**config.mk**
```make
export PLATFORM = sky130hd
export DESIGN_NAME = rx_channel
export DESIGN_NICKNAME = d
export VERILOG_FILES = /design/src/rtl/rx_channel.sv
export SDC_FILE = /design/constraint.sdc
export NUM_CORES = 1
export LEC_CHECK = 0
export ABC_AREA = 1
export CORE_MARGIN = 3
export CORE_UTILIZATION = 58
export DETAILED_ROUTE_END_ITERATION = 10
export PLACE_DENSITY = 0.83
export SLEW_MARGIN = 20
export SYNTH_ARGS = -nofsm -noshare
export SYNTH_HDL_FRONTEND = slang
export SYNTH_SLANG_ARGS = --single-unit
```
**constraint.sdc**
```tcl
create_clock -name ACLK -period 4.11 [get_ports ACLK]
set_input_delay 1.0275 -clock ACLK [delete_from_list [all_inputs] [get_ports ACLK]]
set_output_delay 1.0275 -clock ACLK [all_outputs]
set_load 0.01 [all_outputs]
```
**src/rtl/rx_channel.sv**
```systemverilog
// ---------------------------------------------------------------------------
// rx_channel
//
// Receiving end of a single AXI-style VALID/READY channel. Beats accepted
// from the bus are stored in a small first-word-fall-through buffer and are
// presented to a local consumer through its own valid/ready handshake.
// READY is a registered signal, and it drops on the same edge at which the
// buffer becomes full, so the buffer can never overflow. A sticky monitor
// flags transmitters that break the VALID/READY hold rules.
//
// Ports
//   ACLK       in   1      channel clock, all logic on the rising edge
//   ARESETn    in   1      synchronous, active-low reset
//   VALID      in   1      bus VALID from the transmitter
//   READY      out  1      bus READY to the transmitter (registered)
//   xDATA      in   WIDTH  bus data, sampled when VALID && READY
//   rx_data    out  WIDTH  head-of-buffer data (FWFT)
//   rx_valid   out  1      buffer non-empty, rx_data is valid
//   rx_ready   in   1      consumer takes the head beat this cycle
//   rx_count   out  CW     current occupancy, 0..DEPTH
//   proto_err  out  1      sticky transmitter-protocol violation flag
// ---------------------------------------------------------------------------
module rx_channel #(
    parameter  int WIDTH = 8,
    parameter  int DEPTH = 4,
    localparam int CW    = $clog2(DEPTH + 1)
) (
    input  logic             ACLK,
    input  logic             ARESETn,
    input  logic             VALID,
    output logic             READY,
    input  logic [WIDTH-1:0] xDATA,
    output logic [WIDTH-1:0] rx_data,
    output logic             rx_valid,
    input  logic             rx_ready,
    output logic [CW-1:0]    rx_count,
    output logic             proto_err
);

    // DEPTH is a power of two, so the pointers wrap by plain overflow.
    localparam int            AW      = (DEPTH > 1) ? $clog2(DEPTH) : 1;
    localparam logic [AW-1:0] PTR_ONE = AW'(1);
    localparam logic [CW-1:0] CNT_ONE = CW'(1);
    localparam logic [CW-1:0] CNT_MAX = CW'(DEPTH);

    // ------------------------------------------------------------------
    // State
    // ------------------------------------------------------------------
    logic [WIDTH-1:0] mem_q [DEPTH];

    logic [AW-1:0]    wr_ptr_q;
    logic [AW-1:0]    wr_ptr_d;
    logic [AW-1:0]    rd_ptr_q;
    logic [AW-1:0]    rd_ptr_d;
    logic [CW-1:0]    count_q;
    logic [CW-1:0]    count_d;
    logic             ready_q;
    logic             ready_d;

    // Protocol monitor history: what the bus looked like one cycle ago.
    logic             prev_valid_q;
    logic             prev_ready_q;
    logic [WIDTH-1:0] prev_data_q;
    logic             mon_en_q;
    logic             proto_err_q;
    logic             proto_err_d;

    logic             push_s;
    logic             pop_s;
    logic             valid_s;
    logic             viol_a_s;
    logic             viol_b_s;

    // ------------------------------------------------------------------
    // Handshakes
    // ------------------------------------------------------------------
    // The buffer is non-empty whenever the registered occupancy is non-zero.
    assign valid_s = (count_q != '0);

    // A push is only possible while the registered READY is high, so a full
    // buffer never takes a beat. There is no bypass path, so a pop can only
    // take data that was stored on an earlier edge.
    assign push_s  = VALID && ready_q;
    assign pop_s   = valid_s && rx_ready;

    // Next-state for pointers, occupancy and READY.
    always_comb begin
        wr_ptr_d = wr_ptr_q;
        rd_ptr_d = rd_ptr_q;
        count_d  = count_q;

        if (push_s) begin
            wr_ptr_d = wr_ptr_q + PTR_ONE;
        end else begin
            wr_ptr_d = wr_ptr_q;
        end

        if (pop_s) begin
            rd_ptr_d = rd_ptr_q + PTR_ONE;
        end else begin
            rd_ptr_d = rd_ptr_q;
        end

        case ({push_s, pop_s})
            2'b10:   count_d = count_q + CNT_ONE;
            2'b01:   count_d = count_q - CNT_ONE;
            2'b11:   count_d = count_q;
            2'b00:   count_d = count_q;
            default: count_d = count_q;
        endcase

        // READY looks at the post-update occupancy: it falls on the edge
        // that fills the buffer and rises on the edge after a pop from full.
        ready_d = (count_d < CNT_MAX);
    end

    // Buffer pointers, occupancy and the registered READY.
    always_ff @(posedge ACLK) begin
        if (!ARESETn) begin
            wr_ptr_q <= '0;
            rd_ptr_q <= '0;
            count_q  <= '0;
            ready_q  <= 1'b0;
        end else begin
            wr_ptr_q <= wr_ptr_d;
            rd_ptr_q <= rd_ptr_d;
            count_q  <= count_d;
            ready_q  <= ready_d;
        end
    end

    // Buffer storage; contents are don't-care after reset, so no reset here.
    always_ff @(posedge ACLK) begin
        if (ARESETn && push_s) begin
            mem_q[wr_ptr_q] <= xDATA;
        end
    end

    // ------------------------------------------------------------------
    // Protocol monitor
    // ------------------------------------------------------------------
    // Once VALID has been raised without a handshake, the transmitter must
    // keep VALID high (A) and keep the data stable (B) until READY takes it.
    assign viol_a_s = prev_valid_q && !prev_ready_q && !VALID;
    assign viol_b_s = prev_valid_q && !prev_ready_q && VALID &&
                      (xDATA != prev_data_q);

    // Sticky error: once set it can only be cleared by reset. The monitor
    // only observes; it never blocks a beat.
    always_comb begin
        proto_err_d = proto_err_q;
        if (mon_en_q && (viol_a_s || viol_b_s)) begin
            proto_err_d = 1'b1;
        end else begin
            proto_err_d = proto_err_q;
        end
    end

    // Monitor history and enable; the enable stays low for the first cycle
    // after reset release so that history from before reset is never used.
    always_ff @(posedge ACLK) begin
        if (!ARESETn) begin
            prev_valid_q <= 1'b0;
            prev_ready_q <= 1'b0;
            prev_data_q  <= '0;
            mon_en_q     <= 1'b0;
            proto_err_q  <= 1'b0;
        end else begin
            prev_valid_q <= VALID;
            prev_ready_q <= ready_q;
            prev_data_q  <= xDATA;
            mon_en_q     <= 1'b1;
            proto_err_q  <= proto_err_d;
        end
    end

    // ------------------------------------------------------------------
    // Outputs
    // ------------------------------------------------------------------
    assign READY     = ready_q;
    assign rx_valid  = valid_s;
    assign rx_data   = mem_q[rd_ptr_q];
    assign rx_count  = count_q;
    assign proto_err = proto_err_q;

endmodule
```
; ---- After elaboration in Yosys (flattened, before gate mapping)
; Memories as Yosys holds them, arrays and structs flattened. A register that Yosys moved wholly into a read port is not among the register bits.
; Cells that the tools add are included.
[word_totals]
in_bits = 12
n_memories = 1
ram_bits = 32
reg_bits = 20
elab_cells = 39
out_inout_bits = 14
[op_classes]
addsub = 4
n_mux = 6
reduce_logical = 14
n_lt_le_gt_ge = 1
n_eq_ne = 4
[memory_table]
columns = name, words, word_bits, read_ports, rd_ports_with_merged_regs, wr, line
row1 = mem_q, 4, 8, 1, 1, 1, 49  ; logic [WIDTH-1:0] mem_q [DEPTH];
[ops]
columns = operator, count
row1 = $pmux 3 s3, 1
row2 = $logic_and 1x1->1, 8
row3 = $ne 8x8->1, 1
row4 = $add 2x1->2 const B, 2
row5 = $eq 2x2->1 const B, 2
row6 = $mux 2, 2
row7 = $add 3x1->3 const B, 1
row8 = $lt 3x3->1 const B, 1
row9 = $mux 1, 3
row10 = $reduce_bool 3->1, 1
row11 = $sub 3x1->3 const B, 1
row12 = $eq 2x1->1 const B, 1
row13 = $logic_not 1->1, 2
row14 = $logic_not 2->1, 1
row15 = $reduce_or 2->1, 1
row16 = $logic_or 1x1->1, 1

; ---- Longest topological paths before layout
[depth]
depth_word = 6
depth_mapped = 11
mapped_depth_nobuf = 10

; ---- Worst setup path before layout
; OpenSTA, ideal clock, no wires.
[synth_path]
kind = input-to-reg
start = input rx_ready
end = register (tool-made name)
setup_time_ps = 111
t_required_ps = 3999
n_path_buf = 1
stages = 9
arrival_time_ps = 2304
slack_ps = 1696
cell_sequence = and2_4 buf_6 ha_1 fa_1 a21oi_1 o21ai_1 xor2_1 inv_1 nor2_1
[synth_rtl]
columns = item, line
row1 = "start, declared", 35  ; input logic rx_ready,

==> impl_results.md <==
* Status: finished clean
* Period utilization at 0.738
* Routed vias at 1449
* Clock Skews at 0.00610 ns
* Required time of the critical path at 3.08 ns
* Pin count of the biggest net entering global routing at 19
* CTS tree: yes
* PostCTS Resize Cnt at 0
* Synthesized Nets at 219
* Area Growth Syn to Fin at 18.4%
* Critical Path Source Type: flip-flop
* Mean post-synth cell area at 10.7 µm²
* Port bufs at 25
* Synthesized area at 2140 µm²
* CP Data Arrival Time at 2.01 ns
* Max Freq at 330 MHz
* R2R depth at 10
* Syn. warnings at 0
* Num CTS Buffers at 5
* Synthesis-stage register bit count at 54
* Pleak at 1.03 nW
* Grt ovf at 0
* Final setup violation count at 0
* DR WL/cell at 14.2 µm
* Distinct cells, synth at 25
* DR pass1 iterations at 4
* Worst Tran Pin Value at 0.802 ns
* FF-to-FF Start: rx_count[0]$_SDFFE_PN0N_
* Core area at 3440 µm²
* Clock net sink count at 54
* Post-DP HPWL at 2.71 mm
* Initial antenna violation count at 0
* Area after DPL at 2430 µm²
* RSZ-0062 raised after global routing: false
* Synthesized netlist cell count at 201
* Clock latency on the worst-skew pair at 0.30 ns
* Root Driver: clkbuf_8
* Final hold vios at 0
* N_diodes at 0
* PD cells at 559 nW/µm²
* Vias per std cell at 5.23
* Total wire length at 3.92 mm
* Initial DRC count at 76
* Final instance area at 2540 µm²
* Met3 Usage GRT at 0.0422
* Setup CP Type: reg -> out
* Post-synthesis sequential area ratio at 0.654
* Hold Buf Count CTS at 0
* Top Usage Layer GRT: met2
* Total track usage at 0.206
* Die Wd at 66.8 µm
* Hold Startpoint: proto_err$_SDFFE_PN0P_
* M2 GR Usage at 0.344
* Die Footprint at 4460 µm²
* Setup_tns at 0 ns
* Hold WC Path Type: reg -> reg
* R2R Setup Slk at 2.20 ns
* Post-CTS setup buffer count at 0
* CTS max path bufs at 2
* Ratio of cells with drive above 1 in the final layout at 0.0866
* Initial Utilization at 0.623
* H-tree Lvls at 2
* Vias in the first global route at 1430
* Rel. slew slack at 0.463
* Ports at 26
* CP endpoint: rx_data[7]
* DRC at 0
* First-pass GRT wire length at 6.58 mm
* Crit. End Element: output port
* Global routing usage on met1 at 0.252
* Final ANT Viol Nets at 0
* Max-capacitance violation count at 0
* Die H at 66.8 µm
* Clock transition at path regs at 0.09 ns
* Max-slew violation count at 0
* Final min period at 3.03 ns
* Max VDD drop at 0.459 mV
* Nets at 248
* Global placer's final weighted congestion at 0.777
* CP max FO at 17
* FP Rows at 21
==> kinds of logic after synthesis <==
logic type                 Yosys count  share of synthesized area
AOI/OAI and AO/OA                   41                      0.105
xor gates and xnor gates             4                     0.0163
adders and majority gates            6                     0.0385
buffers and inverters               38                     0.0730
DFF                                 54                      0.654
and+or+nand+nor                     58                      0.113
==> final cells by class <==
| class | count | area (µm²) |
|---|---|---|
| Clock buffer | 5 | 68.8 |
| Clock inverter | 3 | 40.0 |
| Fill cell | 241 | 903 |
| Inverter | 34 | 128 |
| Multi-Input combinational cell | 109 | 586 |
| Sequential cell | 54 | 1400 |
| Tap cell | 46 | 57.6 |
| Timing Repair Buffer | 26 | 258 |
==> metal layers <==
| layer | part of all wire | routed length (µm) |
|---|---|---|
| met1 | 0.44 | 1720 |
| met2 | 0.51 | 1990 |
| met3 | 0.031 | 120 |
| met4 | 0.024 | 95 |
| met5 | 0 | 0 |
==> flip-flops by register name, summed over array words and instances, names as in the netlist, named ones only <==
register / flops
mem_q: 32
prev_data_q: 8
prev_ready_q: 1
mon_en_q: 1
prev_valid_q: 1
rd_ptr_q: 2
READY: 1
wr_ptr_q: 2
rx_count: 2
proto_err: 1
==> power by group <==
group / total, W / internal, W / leakage [nW] / switching, W
Sequential: 0.000678 / 0.000627 / 0.471 / 0.0000510
Combinational: 0.000401 / 0.000196 / 0.499 / 0.000205
Clock: 0.000341 / 0.000179 / 0.0579 / 0.000162
==> worst max-delay path: stages, from the launching register on <==
cell and delay (ns):
dfxtp_1 0.66, inv_2 0.23, o21ai_0 0.23, o22ai_1 0.09
clkdlybuf4s50_1 0.48
==> synth_stat cells, drive strengths merged <==
cell	instances	area share
inv	34	0.060
edfxtp	32	0.45
nand2	27	0.051
nor2	26	0.046
o21ai	23	0.055
dfxtp	22	0.21
a21oi	9	0.023
o22ai	8	0.023
ha	5	0.029
buf	4	0.013
nand3	3	0.0093
xnor2	3	0.012
and2	1	0.0041
fa	1	0.0093
nand3b	1	0.0035
o21bai	1	0.0035
xor2	1	0.0041
==> worst min path at each step <==
stage / depth (start not counted) / slack [ns] / end
after floorplan: 2 / 0.46 / flip-flop
after detailed placement: 2 / 0.46 / proto_err$_SDFFE_PN0P_
after global routing: 2 / 0.49 / prev_ready_q$_SDFF_PN0_
after global placement: 2 / 0.44 / proto_err$_SDFFE_PN0P_
final: 2 / 0.47 / proto_err$_SDFFE_PN0P_
after CTS: 2 / 0.47 / proto_err$_SDFFE_PN0P_
==> metrics by stage <==
stage	power, W	hold WS (ns)	instances	setup WS, ns	utilization
after floorplan	0.000919	0.462	201	1.70	-
after detailed placement	0.00109	0.456	269	1.14	0.706
after global placement	0.00108	0.437	269	1.18	0.706
after global routing	0.00150	0.486	277	0.898	0.738
final	0.00142	0.467	277	1.08	0.738
after CTS	0.00143	0.470	277	1.05	0.738
==> layout by cell type (no fill, tap or decap) <==
master | Yosys | routed
nor2_1 | 26 | 26
clkbuf_8 | 0 | 5
bufinv_16 | 0 | 1
clkinv_2 | 0 | 2
inv_2 | 6 | 6
and2_4 | 1 | 1
dfxtp_1 | 22 | 22
o21ai_2 | 1 | 1
a21oi_1 | 8 | 8
nand3_1 | 2 | 2
o21ai_1 | 8 | 8
inv_1 | 28 | 28
fa_1 | 1 | 1
nand3b_1 | 1 | 1
o21ai_0 | 14 | 14
o22ai_1 | 8 | 8
ha_1 | 5 | 5
xnor2_1 | 3 | 3
xor2_1 | 1 | 1
nand3_2 | 1 | 1
buf_4 | 1 | 1
a21oi_2 | 1 | 1
clkdlybuf4s50_1 | 0 | 25
nand2_1 | 26 | 26
edfxtp_1 | 32 | 32
nand2_4 | 1 | 1
o21bai_1 | 1 | 1
Power figures use the tool's default switching activity.
